### config.mk
export PLATFORM = sky130hd
export DESIGN_NAME = hazard_sched
export DESIGN_NICKNAME = d
export VERILOG_FILES = /design/src/rtl/hazard_sched.sv
export SDC_FILE = /design/constraint.sdc
export NUM_CORES = 1
export LEC_CHECK = 0
export CORE_MARGIN = 8
export CORE_UTILIZATION = 42
export DETAILED_ROUTE_END_ITERATION = 7
export PLACE_DENSITY = 0.85
export SYNTH_ARGS = -nofsm -noshare
export SYNTH_HDL_FRONTEND = slang
export SYNTH_SLANG_ARGS = --single-unit
### constraint.sdc
create_clock -name clk -period 1.55 [get_ports clk]
set_input_delay 0.31 -clock clk [delete_from_list [all_inputs] [get_ports clk]]
set_output_delay 0.31 -clock clk [all_outputs]
set_load 0.02 [all_outputs]
### src/rtl/hazard_sched.sv
// -----------------------------------------------------------------------------
// hazard_sched
//
// Hazard scheduler for the 5-stage PCPU. It keeps a small copy of the
// destination information of the instructions in EX and MEM. From that copy
// it produces, for the instruction in ID:
//   - operand forwarding selects,
//   - load-use and mul/div stalls,
//   - the flush for a taken branch or a jump.
// It also sequences the iterative mul/div unit with a busy counter.
//
// Ports
//   clk, rst          clock; synchronous active-high reset
//   id_rs, id_rt      source register fields of the ID instruction
//   id_use_rs/rt      ID instruction actually reads rs / rt
//   id_wreg           ID instruction writes the register file
//   id_mem2reg        ID instruction is a load
//   id_dest           ID destination register (after regrt/jal mux)
//   id_branch_taken   branch resolved taken in ID
//   id_jump           ID instruction is j/jal/jr
//   id_muldiv         ID instruction issues a mul/div
//   id_use_hilo       ID instruction reads HI/LO
//   fwda, fwdb        operand selects:
//                       00 regfile, 01 EX ALU, 10 MEM ALU, 11 MEM load data
//   stall             hold PC and IF/ID; inject a bubble into ID/EX
//   flush             squash the instruction in IF/ID
//   md_start          one-cycle issue strobe to the mul/div unit
//   md_busy           mul/div unit occupied
//   md_done           one-cycle pulse on the last busy cycle
//
// MD_CYCLES must be at least 1. CNT_W must be wide enough to hold MD_CYCLES.
// -----------------------------------------------------------------------------
module hazard_sched #(
  parameter int unsigned MD_CYCLES = 32,
  parameter int unsigned CNT_W     = 6
) (
  input  logic       clk,
  input  logic       rst,
  input  logic [4:0] id_rs,
  input  logic [4:0] id_rt,
  input  logic       id_use_rs,
  input  logic       id_use_rt,
  input  logic       id_wreg,
  input  logic       id_mem2reg,
  input  logic [4:0] id_dest,
  input  logic       id_branch_taken,
  input  logic       id_jump,
  input  logic       id_muldiv,
  input  logic       id_use_hilo,
  output logic [1:0] fwda,
  output logic [1:0] fwdb,
  output logic       stall,
  output logic       flush,
  output logic       md_start,
  output logic       md_busy,
  output logic       md_done
);

  // Operand source encoding shared by fwda and fwdb.
  localparam logic [1:0] FWD_RF  = 2'b00;
  localparam logic [1:0] FWD_EX  = 2'b01;
  localparam logic [1:0] FWD_MEM = 2'b10;
  localparam logic [1:0] FWD_LD  = 2'b11;

  // EX and MEM stage records.
  logic       e_wreg_q, e_m2r_q;
  logic [4:0] e_dest_q;
  logic       m_wreg_q, m_m2r_q;
  logic [4:0] m_dest_q;

  logic       e_wreg_d, e_m2r_d;
  logic [4:0] e_dest_d;

  // Mul/div busy counter: counts down the remaining occupied cycles.
  logic [CNT_W-1:0] md_cnt_q, md_cnt_d;

  logic lu;  // load-use hazard
  logic ms;  // mul/div hazard

  // Forward select for one source register. The EX match is checked first,
  // so it wins when EX and MEM both hold the same destination. A load in EX
  // cannot forward because its data does not exist yet; that case is
  // covered by the load-use stall instead. Register 0 is never forwarded.
  function automatic logic [1:0] fwd_sel(
    input logic [4:0] src,
    input logic       ew,
    input logic       em,
    input logic [4:0] ed,
    input logic       mw,
    input logic       mm,
    input logic [4:0] md
  );
    logic [1:0] sel;
    sel = FWD_RF;
    if (ew && (ed != 5'd0) && (ed == src) && !em) begin
      sel = FWD_EX;
    end else if (mw && (md != 5'd0) && (md == src)) begin
      sel = mm ? FWD_LD : FWD_MEM;
    end
    return sel;
  endfunction

  // The selects follow the rule even when the operand is not read; the
  // datapath ignores them in that case.
  assign fwda = fwd_sel(id_rs, e_wreg_q, e_m2r_q, e_dest_q,
                        m_wreg_q, m_m2r_q, m_dest_q);
  assign fwdb = fwd_sel(id_rt, e_wreg_q, e_m2r_q, e_dest_q,
                        m_wreg_q, m_m2r_q, m_dest_q);

  // Unlike forwarding, the load-use stall only fires for operands that are
  // actually read, so that unused fields do not cost a cycle.
  assign lu = e_wreg_q && e_m2r_q && (e_dest_q != 5'd0) &&
              ((id_use_rs && (e_dest_q == id_rs)) ||
               (id_use_rt && (e_dest_q == id_rt)));

  assign md_busy = (md_cnt_q != '0);
  assign md_done = (md_cnt_q == CNT_W'(1));

  // A new mul/div and any HI/LO reader both wait for the unit to drain.
  // This also guarantees md_start never overlaps a busy unit.
  assign ms = md_busy && (id_muldiv || id_use_hilo);

  assign stall = lu || ms;

  // A stalled branch stays in ID and is re-evaluated next cycle, so the
  // flush is held back until the stall clears.
  assign flush    = (id_branch_taken || id_jump) && !stall;
  assign md_start = id_muldiv && !stall;

  // Next-state logic.
  always_comb begin
    // NOTE: every output of this block gets a default first, so no path
    // leaves a signal unassigned and no latch is inferred.
    e_wreg_d = id_wreg;
    e_m2r_d  = id_mem2reg;
    e_dest_d = id_dest;
    md_cnt_d = md_cnt_q;

    // The bubble injected on a stall must not write the register file,
    // otherwise it would create a phantom forwarding source.
    if (stall) begin
      e_wreg_d = 1'b0;
      e_m2r_d  = 1'b0;
      e_dest_d = 5'd0;
    end

    if (md_start) begin
      md_cnt_d = CNT_W'(MD_CYCLES);
    end else if (md_busy) begin
      md_cnt_d = md_cnt_q - CNT_W'(1);
    end
  end

  // State registers. Reset clears the records and aborts any mul/div
  // without producing a done pulse.
  always_ff @(posedge clk) begin
    // NOTE: sequential state uses non-blocking assignments so every
    // register samples its pre-edge value, independent of statement order.
    if (rst) begin
      e_wreg_q <= 1'b0;
      e_m2r_q  <= 1'b0;
      e_dest_q <= 5'd0;
      m_wreg_q <= 1'b0;
      m_m2r_q  <= 1'b0;
      m_dest_q <= 5'd0;
      md_cnt_q <= '0;
    end else begin
      m_wreg_q <= e_wreg_q;
      m_m2r_q  <= e_m2r_q;
      m_dest_q <= e_dest_q;
      e_wreg_q <= e_wreg_d;
      e_m2r_q  <= e_m2r_d;
      e_dest_q <= e_dest_d;
      md_cnt_q <= md_cnt_d;
    end
  end

endmodule

==> results.py, run 1 <==
metrics = {
    "critical_path": {
        "path_cells": "or4_4 > o21ai_4 > a211oi_2 > buf_4 > nor2_4 > buf_6",
        "worstPathMaxFanout": 4,
        "arrival_ps": 1870,
        "cp-end-kind": "output pin",
        "critPathRequiredTime_ps": 1240,
        "critPathLaunchType": "register",
        "cp_slowest_cell": "or4_4",
        "max_stage_delay_ps": 550,
        "criticalPathCategory": "reg2out",
    },
    "pwr": {
        "switching_share_pct": 35.56,
        "power_leakage_nw": 0.8907,
        "pwr-share-clk_pct": 14.5,
        "peakVddDrop_uv": 1251,
        "p_switching_mw": 1.029,
        "seqPwrFrac_pct": 26.0,
        "p_per_area_nw_per_um2": 1417,
        "p_total_mw": 2.893,
        "combPwrFrac_pct": 59.5,
        "p_int_mw": 1.865,
    },
    "finish": {
        "final_area_um2": 2042,
        "syn_to_final_growth_pct": 75.48,
        "nNetsFinal": 230,
        "multi_input_area_um2": 843.3,
        "antenna-diode-count": 0,
        "drive_gt1_share_pct": 45.77,
        "fin_util_pct": 76.01,
        "fillers": 191,
        "final-seq-area_um2": 414.1,
    },
    "cts": {
        "clk_pin_slew_ps": 110,
        "cts_tree": "done",
        "root_buffer": "clkbuf_4",
        "holdBufCountCts": 0,
        "cts.sinks": 20,
        "clk_latency_ps": 300,
        "htree_levels": 1,
        "cts_made_buffers": 3,
        "clockBufferDepth": 2,
    },
    "grt": {
        "grt_first_pass_wirelength_mm": 5.892,
        "grtUsageTotal_pct": 16.46,
        "grt_pass1_vias": 1327,
        "overflow": 0,
        "grt_max_degree": 16,
        "grt_antenna_before_repair": 0,
    },
    "synth": {
        "ys_seq_elements": 20,
        "synth.distinct_cells": 34,
        "synthMuxAreaShare_pct": 0,
        "synth_top_family_by_area": "simple AND/OR/NAND/NOR gates",
        "synth_ff_type": "dfxtp_1",
        "avgSynthCellArea_um2": 9.235,
        "syn-cell-area_um2": 1164,
        "synthSimpleGateAreaFrac_pct": 31.08,
        "synthAdderAreaFrac_pct": 3.226,
        "synth_compound_area_share_pct": 11.61,
        "synth-edff-count": 0,
        "yosys_warnings": 0,
        "ys_seq_area_share_pct": 34.41,
        "synth_xor_area_share_pct": 15.81,
        "synth_fp_nets": 154,
        "postSynth.asyncResetShare_pct": 0,
        "synthesis.instances": 126,
    },
    "floorplan": {
        "rows": 19,
        "die_w_um": 68.64,
        "dieHeight_um": 68.64,
        "initial_core_util_pct": 43.32,
        "io_pins": 34,
        "core_um2": 2686,
        "dieArea_um2": 4711,
    },
    "min_path": {
        "holdCritPathClass": "reg2reg",
    },
    "place": {
        "gp_congestion": 0.9758,
        "placed_cell_area_um2": 1807,
        "numPortBuffers": 33,
        "dpl.hpwl_mm": 2.714,
        "dp_worst_setup_slack_ps": -1257,
    },
    "sta": {
        "timing_hold_violations_final": 0,
        "slew_violations": 0,
        "period_needed_ps": 2182,
        "layout_setup_ws_ps": -631.7,
        "max_slew_margin_pct": 78.27,
        "final-setup-viol-count": 19,
        "timing.final.crit_share_pct": 140.8,
        "grt_setup_unrepaired": "true",
        "tightest_slew_ps": 323.3,
        "fmax_mhz": 458.4,
        "setup_tns_ps": -8355,
        "finClkSkew_ps": 3.834,
    },
    "status": {
        "violations": "negative setup slack",
        "status": "finished with violations",
    },
    "route": {
        "dr.pass1.iters": 4,
        "routedWlPerCell_um": 15.68,
        "viasPerCell": 5.043,
        "num_vias": 1170,
        "drc": 0,
        "totalWireLength_mm": 3.637,
        "initialDrtViolationCount": 26,
        "detail-route-antenna-nets": 0,
    },
    "run": {
        "drv_cap": 0,
    },
}
## per-layer routing
metal	global-route usage, %	vias to the layer above	wire length [µm]
met2	33.45	33	2052
met5	0	-	0
li1	-	588	-
met4	4.604	0	55
met1	15.85	545	1302
met3	3.716	4	226
## power by group through the flow
stage | combinational, mW | clock (mW) | sequential, mW
after floorplan | 0.799 | 0 | 0.747
after global placement | 1.42 | 0 | 0.725
after detailed placement | 1.49 | 0 | 0.732
after CTS | 1.65 | 0.431 | 0.748
after global routing | 1.86 | 0.458 | 0.767
final | 1.72 | 0.420 | 0.751
## cell usage after synthesis (2+ instances only)
master / n / area [µm²]
nor2b_1: 7 / 43.79
nor2_1: 9 / 33.78
o21ai_0: 2 / 10.01
nor3_1: 10 / 50.05
ha_1: 3 / 37.54
a31o_1: 2 / 17.52
nand2_1: 6 / 22.52
inv_2: 3 / 11.26
dfxtp_1: 20 / 400.4
inv_1: 4 / 15.01
xor2_1: 11 / 96.34
a21o_1: 2 / 15.01
a21oi_1: 4 / 20.02
nor4_1: 2 / 12.51
or3_1: 2 / 12.51
and4bb_1: 3 / 37.54
nand2b_1: 3 / 18.77
xnor2_1: 10 / 87.58
o21ai_1: 2 / 10.01
nand3_1: 4 / 20.02
nor4bb_2: 4 / 65.06
## what timing repair did
action	4_1_cts	5_1_grt
resized for setup	88	5
buffers inserted	6	3
pin swaps	17	14
endpoints found under the setup margin	19	19
cloned	0	0
## kinds of logic after synthesis
logic type / Yosys count
simple gates: 55
xor+xnor: 21
flops: 20
compound gates: 17
buf+inv: 10
fa+ha+maj: 3
## registers in the layout, summed over array words and instances, names as in the netlist
name      flops
e_m2r_q       1
m_m2r_q       1
e_dest_q      5
m_dest_q      5
md_cnt_q      6
m_wreg_q      1
e_wreg_q      1
## per-stage QoR
step	hold WS, ps	std cells
CTS	520.8	230
global route	532.8	232
global placement	476.3	222
finish	517.6	232
detailed placement	483.6	222
floorplan	463.1	126
## layout by cell type (no fill, tap or decap), types with 3 or more instances in the layout
cell and n:
dfxtp_2 8, clkbuf_4 3, xnor2_1 9, buf_4 35, xor2_1 11, nand3_1 4, ha_1 3, nor3_2 3
dfxtp_1 11, and4bb_1 3, dlygate4sd2_1 6, buf_6 15, nor3_1 7, nand2_1 6, inv_2 4, a21oi_1 4
clkdlybuf4s50_1 17, nor2_1 7, inv_1 3, nor2b_1 5
## final timing paths
check	startpoint	endpoint	slack, ps	cells past startpoint
setup / recovery	e_dest_q[2]	md_start	-630	6
hold reg to reg	e_m2r_q	m_m2r_q	520	2
hold / removal	e_m2r_q	m_m2r_q	520	2
setup reg to reg	e_dest_q[2]	e_m2r_q	-610	9
## worst max-delay path, delay by kind of cell, from the launching register on
family / cells / cell delay, ps
AO/OA/AOI/OAI: 2 / 300
buffers and inverters: 2 / 290
flip-flops: 1 / 360
AND/OR/NAND/NOR: 2 / 630
## layout make-up
cell class / instances / share of cell area, %
Tap cell: 31 / 1.900
Sequential cell: 20 / 20.28
Multi-Input combinational cell: 96 / 41.30
Clock buffer: 3 / 1.103
Timing Repair Buffer: 74 / 32.66
Clock inverter: 1 / 1.471
Inverter: 7 / 1.287
Note: power is estimated with default switching activity, not from simulation.
==> inputs of run 2 (changes only) <==
PLACE_DENSITY = 0.75   (was 0.85)
==> results.py, run 2 (synthesis gave the netlist of run 1 again) <==
metrics = {
    "grt": {
        "grt_pass1_vias": 1254,
        "grt_first_pass_wirelength_mm": 5.582,
        "grt_max_degree": 12,
        "grtUsageTotal_pct": 15.55,
        "overflow": 0,
        "grt_antenna_before_repair": 0,
    },
    "critical_path": {
        "arrival_ps": 1890,
        "rrSetupSlack_ps": -480,
        "cp_slowest_cell": "clkdlybuf4s50_1",
        "worstPathMaxFanout": 4,
        "critPathLaunchType": "input port",
        "criticalPathCategory": "in2out",
        "ff2ff_path_depth": 8,
        "critPathRequiredTime_ps": 1240,
        "path_cells": "clkdlybuf4s50_1 > xor2_1 > nor2_1 > nand3_2 > a211oi_4 > buf_6 > nor2_2 > buf_6",
        "max_stage_delay_ps": 460,
        "cp-end-kind": "output pin",
        "critPathMostFrequentCell": "buf_6",
    },
    "run": {
        "drv_cap": 0,
    },
    "cts": {
        "root_buffer": "clkbuf_4",
        "cts_tree": "done",
        "cts_made_buffers": 3,
        "clockBufferDepth": 2,
        "cts.sinks": 20,
        "htree_levels": 1,
        "clk_pin_slew_ps": 100,
        "clk_latency_ps": 300,
        "holdBufCountCts": 0,
    },
    "finish": {
        "final_cell_mix": "buf_4 (30), clkdlybuf4s50_1 (16), buf_6 (14)",
        "fillers": 183,
        "syn_to_final_growth_pct": 74.62,
        "regMostFlops": "md_cnt_q",
        "largest_reg_flops": 6,
        "antenna-diode-count": 0,
        "final_cells": 226,
        "final_area_um2": 2032,
        "reg_top3": "md_cnt_q: 6 flops, e_dest_q: 5 flops, m_dest_q: 5 flops",
        "layout_commonest_cell": "buf_4",
        "drive_gt1_share_pct": 45.13,
        "nNetsFinal": 224,
        "final-seq-area_um2": 419.2,
        "multi_input_area_um2": 894.6,
    },
    "sta": {
        "finClkSkew_ps": 8.397,
        "slew_violations": 0,
        "max_slew_margin_pct": 77.94,
        "fmax_mhz": 454.0,
        "final-setup-viol-count": 19,
        "grt_setup_unrepaired": "true",
        "layout_setup_ws_ps": -652.6,
        "timing_hold_violations_final": 0,
        "timing.final.crit_share_pct": 142.1,
        "tightest_slew_ps": 328.1,
        "setup_tns_ps": -8156,
        "period_needed_ps": 2203,
    },
    "pwr": {
        "peakVddDrop_uv": 1355,
        "p_total_mw": 2.744,
        "power_leakage_nw": 0.8546,
        "p_per_area_nw_per_um2": 1350,
    },
    "status": {
        "violations": "negative setup slack",
        "status": "finished with violations",
    },
    "route": {
        "totalWireLength_mm": 3.511,
        "dr.pass1.iters": 4,
        "viasPerCell": 5.252,
        "drc": 0,
        "detail-route-antenna-nets": 0,
        "num_vias": 1187,
        "initialDrtViolationCount": 54,
        "routedWlPerCell_um": 15.54,
    },
    "floorplan": {
        "io_pins": 34,
        "die_w_um": 68.64,
        "initial_core_util_pct": 43.32,
        "rows": 19,
        "core_um2": 2686,
        "dieHeight_um": 68.64,
        "dieArea_um2": 4711,
    },
    "place": {
        "placed_cell_area_um2": 1784,
        "dpl.hpwl_mm": 2.541,
        "dp.cells": 219,
        "gp_congestion": 0.8752,
        "dp_worst_setup_slack_ps": -1135,
        "numPortBuffers": 33,
    },
    "min_path": {
        "worstHoldPathCells": 1,
        "holdCritPathClass": "reg2reg",
    },
}
## run 2: cell count changes in the layout (fill, tap and decap cells not counted), sizes merged
cell | previous run | this run
buf | 50 | 44
bufinv | 1 | 0
clkbuf | 3 | 4
clkdlybuf4s50 | 17 | 16
dlygate4sd2 | 6 | 7
## run 2: metrics by stage
stage | util, % | hold slack, ps
finish | 75.64 | 507.7
detailed placement | 66.42 | 492.7
floorplan | - | 463.1
global route | 75.64 | 535.8
global placement | 66.42 | 482.2
CTS | 71.68 | 507.1
## run 2: routing by layer
metal,GRT usage (%),vias to the layer above,share of wire [%]
met5,0,-,0
met1,17.11,555,40
met4,8.951,0,2.6
met3,3.069,9,6.8
li1,-,575,-
met2,27.18,48,51
## run 2: worst paths after layout
path                                  start           to
worst min register to register     e_wreg_q     m_wreg_q
worst min-delay path               e_wreg_q     m_wreg_q
worst max register to register  e_dest_q[4]  e_dest_q[4]
worst max-delay path               id_rt[0]        flush
## run 2: what timing repair did
item,4_1_cts,5_1_grt
gates resized for setup,82,17
setup endpoints to repair,19,19
endpoints found under the hold margin,0,0
pin swaps,19,13
buffers inserted,3,3
## run 2: critical path, delay by kind of cell
kind                      cells  cell delay, ps
AOI/OAI and AO/OA             1             320
xor gates and xnor gates      1             160
buffers and inverters         3             750
and+or+nand+nor               3             350
## run 2: final cells by class
type / instances / area share [%]
sequential: 20 / 20.63
clock buffer: 4 / 1.786
multi-input combinational: 96 / 44.03
tap: 31 / 1.909
timing repair buffer: 68 / 30.36
inverter: 7 / 1.293
## run 2: report_power, final
group | internal (mW) | switching (mW) | leakage, nW
Sequential | 0.639 | 0.122 | 0.169
Clock | 0.143 | 0.155 | 0.0210
Combinational | 0.920 | 0.764 | 0.665
Total | 1.70 | 1.04 | 0.855
==> inputs of run 3 (changes only) <==
SKIP_LAST_GASP = 1   (was default)
==> results.py, run 3 (synthesis gave the netlist of run 1 again) <==
metrics = {
    "pwr": {
        "power_leakage_nw": 0.8503,
        "p_per_area_nw_per_um2": 1353,
        "combPwrFrac_pct": 61.5,
        "p_switching_mw": 1.043,
        "switching_share_pct": 37.93,
        "seqPwrFrac_pct": 27.8,
        "p_int_mw": 1.707,
        "pwr-share-clk_pct": 10.7,
        "peakVddDrop_uv": 1353,
        "p_total_mw": 2.750,
    },
    "floorplan": {
        "io_pins": 34,
        "die_w_um": 68.64,
        "rows": 19,
        "initial_core_util_pct": 43.32,
        "dieArea_um2": 4711,
        "core_um2": 2686,
        "dieHeight_um": 68.64,
    },
    "grt": {
        "grt_max_degree": 12,
        "grtUsageTotal_pct": 15.45,
        "grt_first_pass_wirelength_mm": 5.547,
        "overflow": 0,
        "grt_antenna_before_repair": 0,
        "grt_pass1_vias": 1249,
    },
    "min_path": {
        "holdCritPathClass": "reg2reg",
        "worstHoldPathCells": 1,
    },
    "status": {
        "status": "finished with violations",
        "violations": "negative setup slack",
    },
    "finish": {
        "final_cells": 225,
        "fillers": 190,
        "syn_to_final_growth_pct": 74.73,
        "largest_reg_flops": 6,
        "final_area_um2": 2033,
        "drive_gt1_share_pct": 45.36,
        "reg_top3": "md_cnt_q: 6 flops, e_dest_q: 5 flops, m_dest_q: 5 flops",
        "nNetsFinal": 223,
        "final_cell_mix": "buf_4 (28), clkdlybuf4s50_1 (16), buf_6 (15)",
        "final-seq-area_um2": 421.7,
        "multi_input_area_um2": 897.1,
        "layout_commonest_cell": "buf_4",
        "antenna-diode-count": 0,
        "regMostFlops": "md_cnt_q",
    },
    "critical_path": {
        "ff2ff_path_depth": 7,
        "cp-end-kind": "output pin",
        "critPathRequiredTime_ps": 1240,
        "criticalPathCategory": "reg2out",
        "critPathLaunchType": "register",
        "arrival_ps": 1920,
        "max_stage_delay_ps": 550,
        "worstPathMaxFanout": 5,
        "path_cells": "or4_4 > o21ai_4 > nor3_2 > buf_4 > nor2b_2 > buf_6",
        "cp_slowest_cell": "or4_4",
    },
    "sta": {
        "tightest_slew_ps": 313.9,
        "slew_violations": 0,
        "period_needed_ps": 2229,
        "grt_setup_unrepaired": "true",
        "final-setup-viol-count": 19,
        "fmax_mhz": 448.7,
        "timing.final.crit_share_pct": 143.8,
        "timing_hold_violations_final": 0,
        "finClkSkew_ps": 6.045,
        "layout_setup_ws_ps": -678.6,
        "max_slew_margin_pct": 78.90,
    },
    "cts": {
        "holdBufCountCts": 0,
        "cts.sinks": 20,
        "htree_levels": 1,
        "clockBufferDepth": 2,
        "cts_tree": "done",
        "clk_latency_ps": 300,
        "clk_pin_slew_ps": 100,
        "root_buffer": "clkbuf_4",
        "cts_made_buffers": 3,
    },
    "route": {
        "detail-route-antenna-nets": 0,
        "routedWlPerCell_um": 15.95,
        "num_vias": 1190,
        "viasPerCell": 5.289,
        "totalWireLength_mm": 3.589,
        "drc": 0,
        "initialDrtViolationCount": 49,
        "dr.pass1.iters": 4,
    },
    "place": {
        "placed_cell_area_um2": 1784,
        "dp.cells": 219,
        "dp_worst_setup_slack_ps": -1135,
        "dpl.hpwl_mm": 2.541,
        "gp_congestion": 0.8752,
        "numPortBuffers": 33,
    },
    "run": {
        "drv_cap": 0,
    },
}
run 3: power groups by stage:
stage               Combinational (mW)  Sequential (mW)  Clock, mW
floorplan                        0.799            0.747          0
global placement                  1.38            0.731          0
detailed placement                1.44            0.735          0
CTS                               1.59            0.753      0.300
global route                      1.82            0.778      0.331
finish                            1.69            0.764      0.295
run 3: worst paths after layout:
| path | from | end | slack (ps) |
|---|---|---|---|
| max | e_dest_q[4] | fwda[1] | -680 |
| min | e_wreg_q | m_wreg_q | 510 |
| max reg2reg | e_dest_q[4] | e_m2r_q | -350 |
| min reg2reg | e_wreg_q | m_wreg_q | 510 |
run 3: critical path: cells and delay by family, from the launching register on:
kind / cells / cell delay, ps
buf+inv: 2 / 270
flops: 1 / 390
simple gates: 3 / 750
compound gates: 1 / 210
run 3: what timing repair did:
item                                    CTS  global route
buffers inserted                          3             2
gates resized for setup                  80            22
endpoints found under the setup margin   19            19
pin swaps                                19            14
run 3: layout make-up:
type	instances	share of cell area [%]
flip-flops and latches	20	20.74
multi-input cells	96	44.12
repair buffers	67	30.15
inverters	7	1.292
well taps	31	1.908
clock buffers	4	1.785
run 3: stage by stage:
| stage | hold WS (ps) | util (%) | TNS (ps) |
|---|---|---|---|
| after floorplan | 463.1 | - | -774.6 |
| after global placement | 482.2 | 66.42 | -13680 |
| after detailed placement | 492.7 | 66.42 | -14360 |
| after CTS | 507.1 | 71.45 | -7627 |
| after global routing | 536.8 | 75.69 | -9200 |
| final | 506.8 | 75.69 | -7614 |
run 3: routing by layer:
metal  vias to the layer above  track usage, %  part of all wire [%]
met5                         -               0                     0
li1                        572               -                     -
met2                        48           26.83                    52
met3                         6           3.069                   7.2
met1                       564           17.11                    39
met4                         0           8.951                   2.0
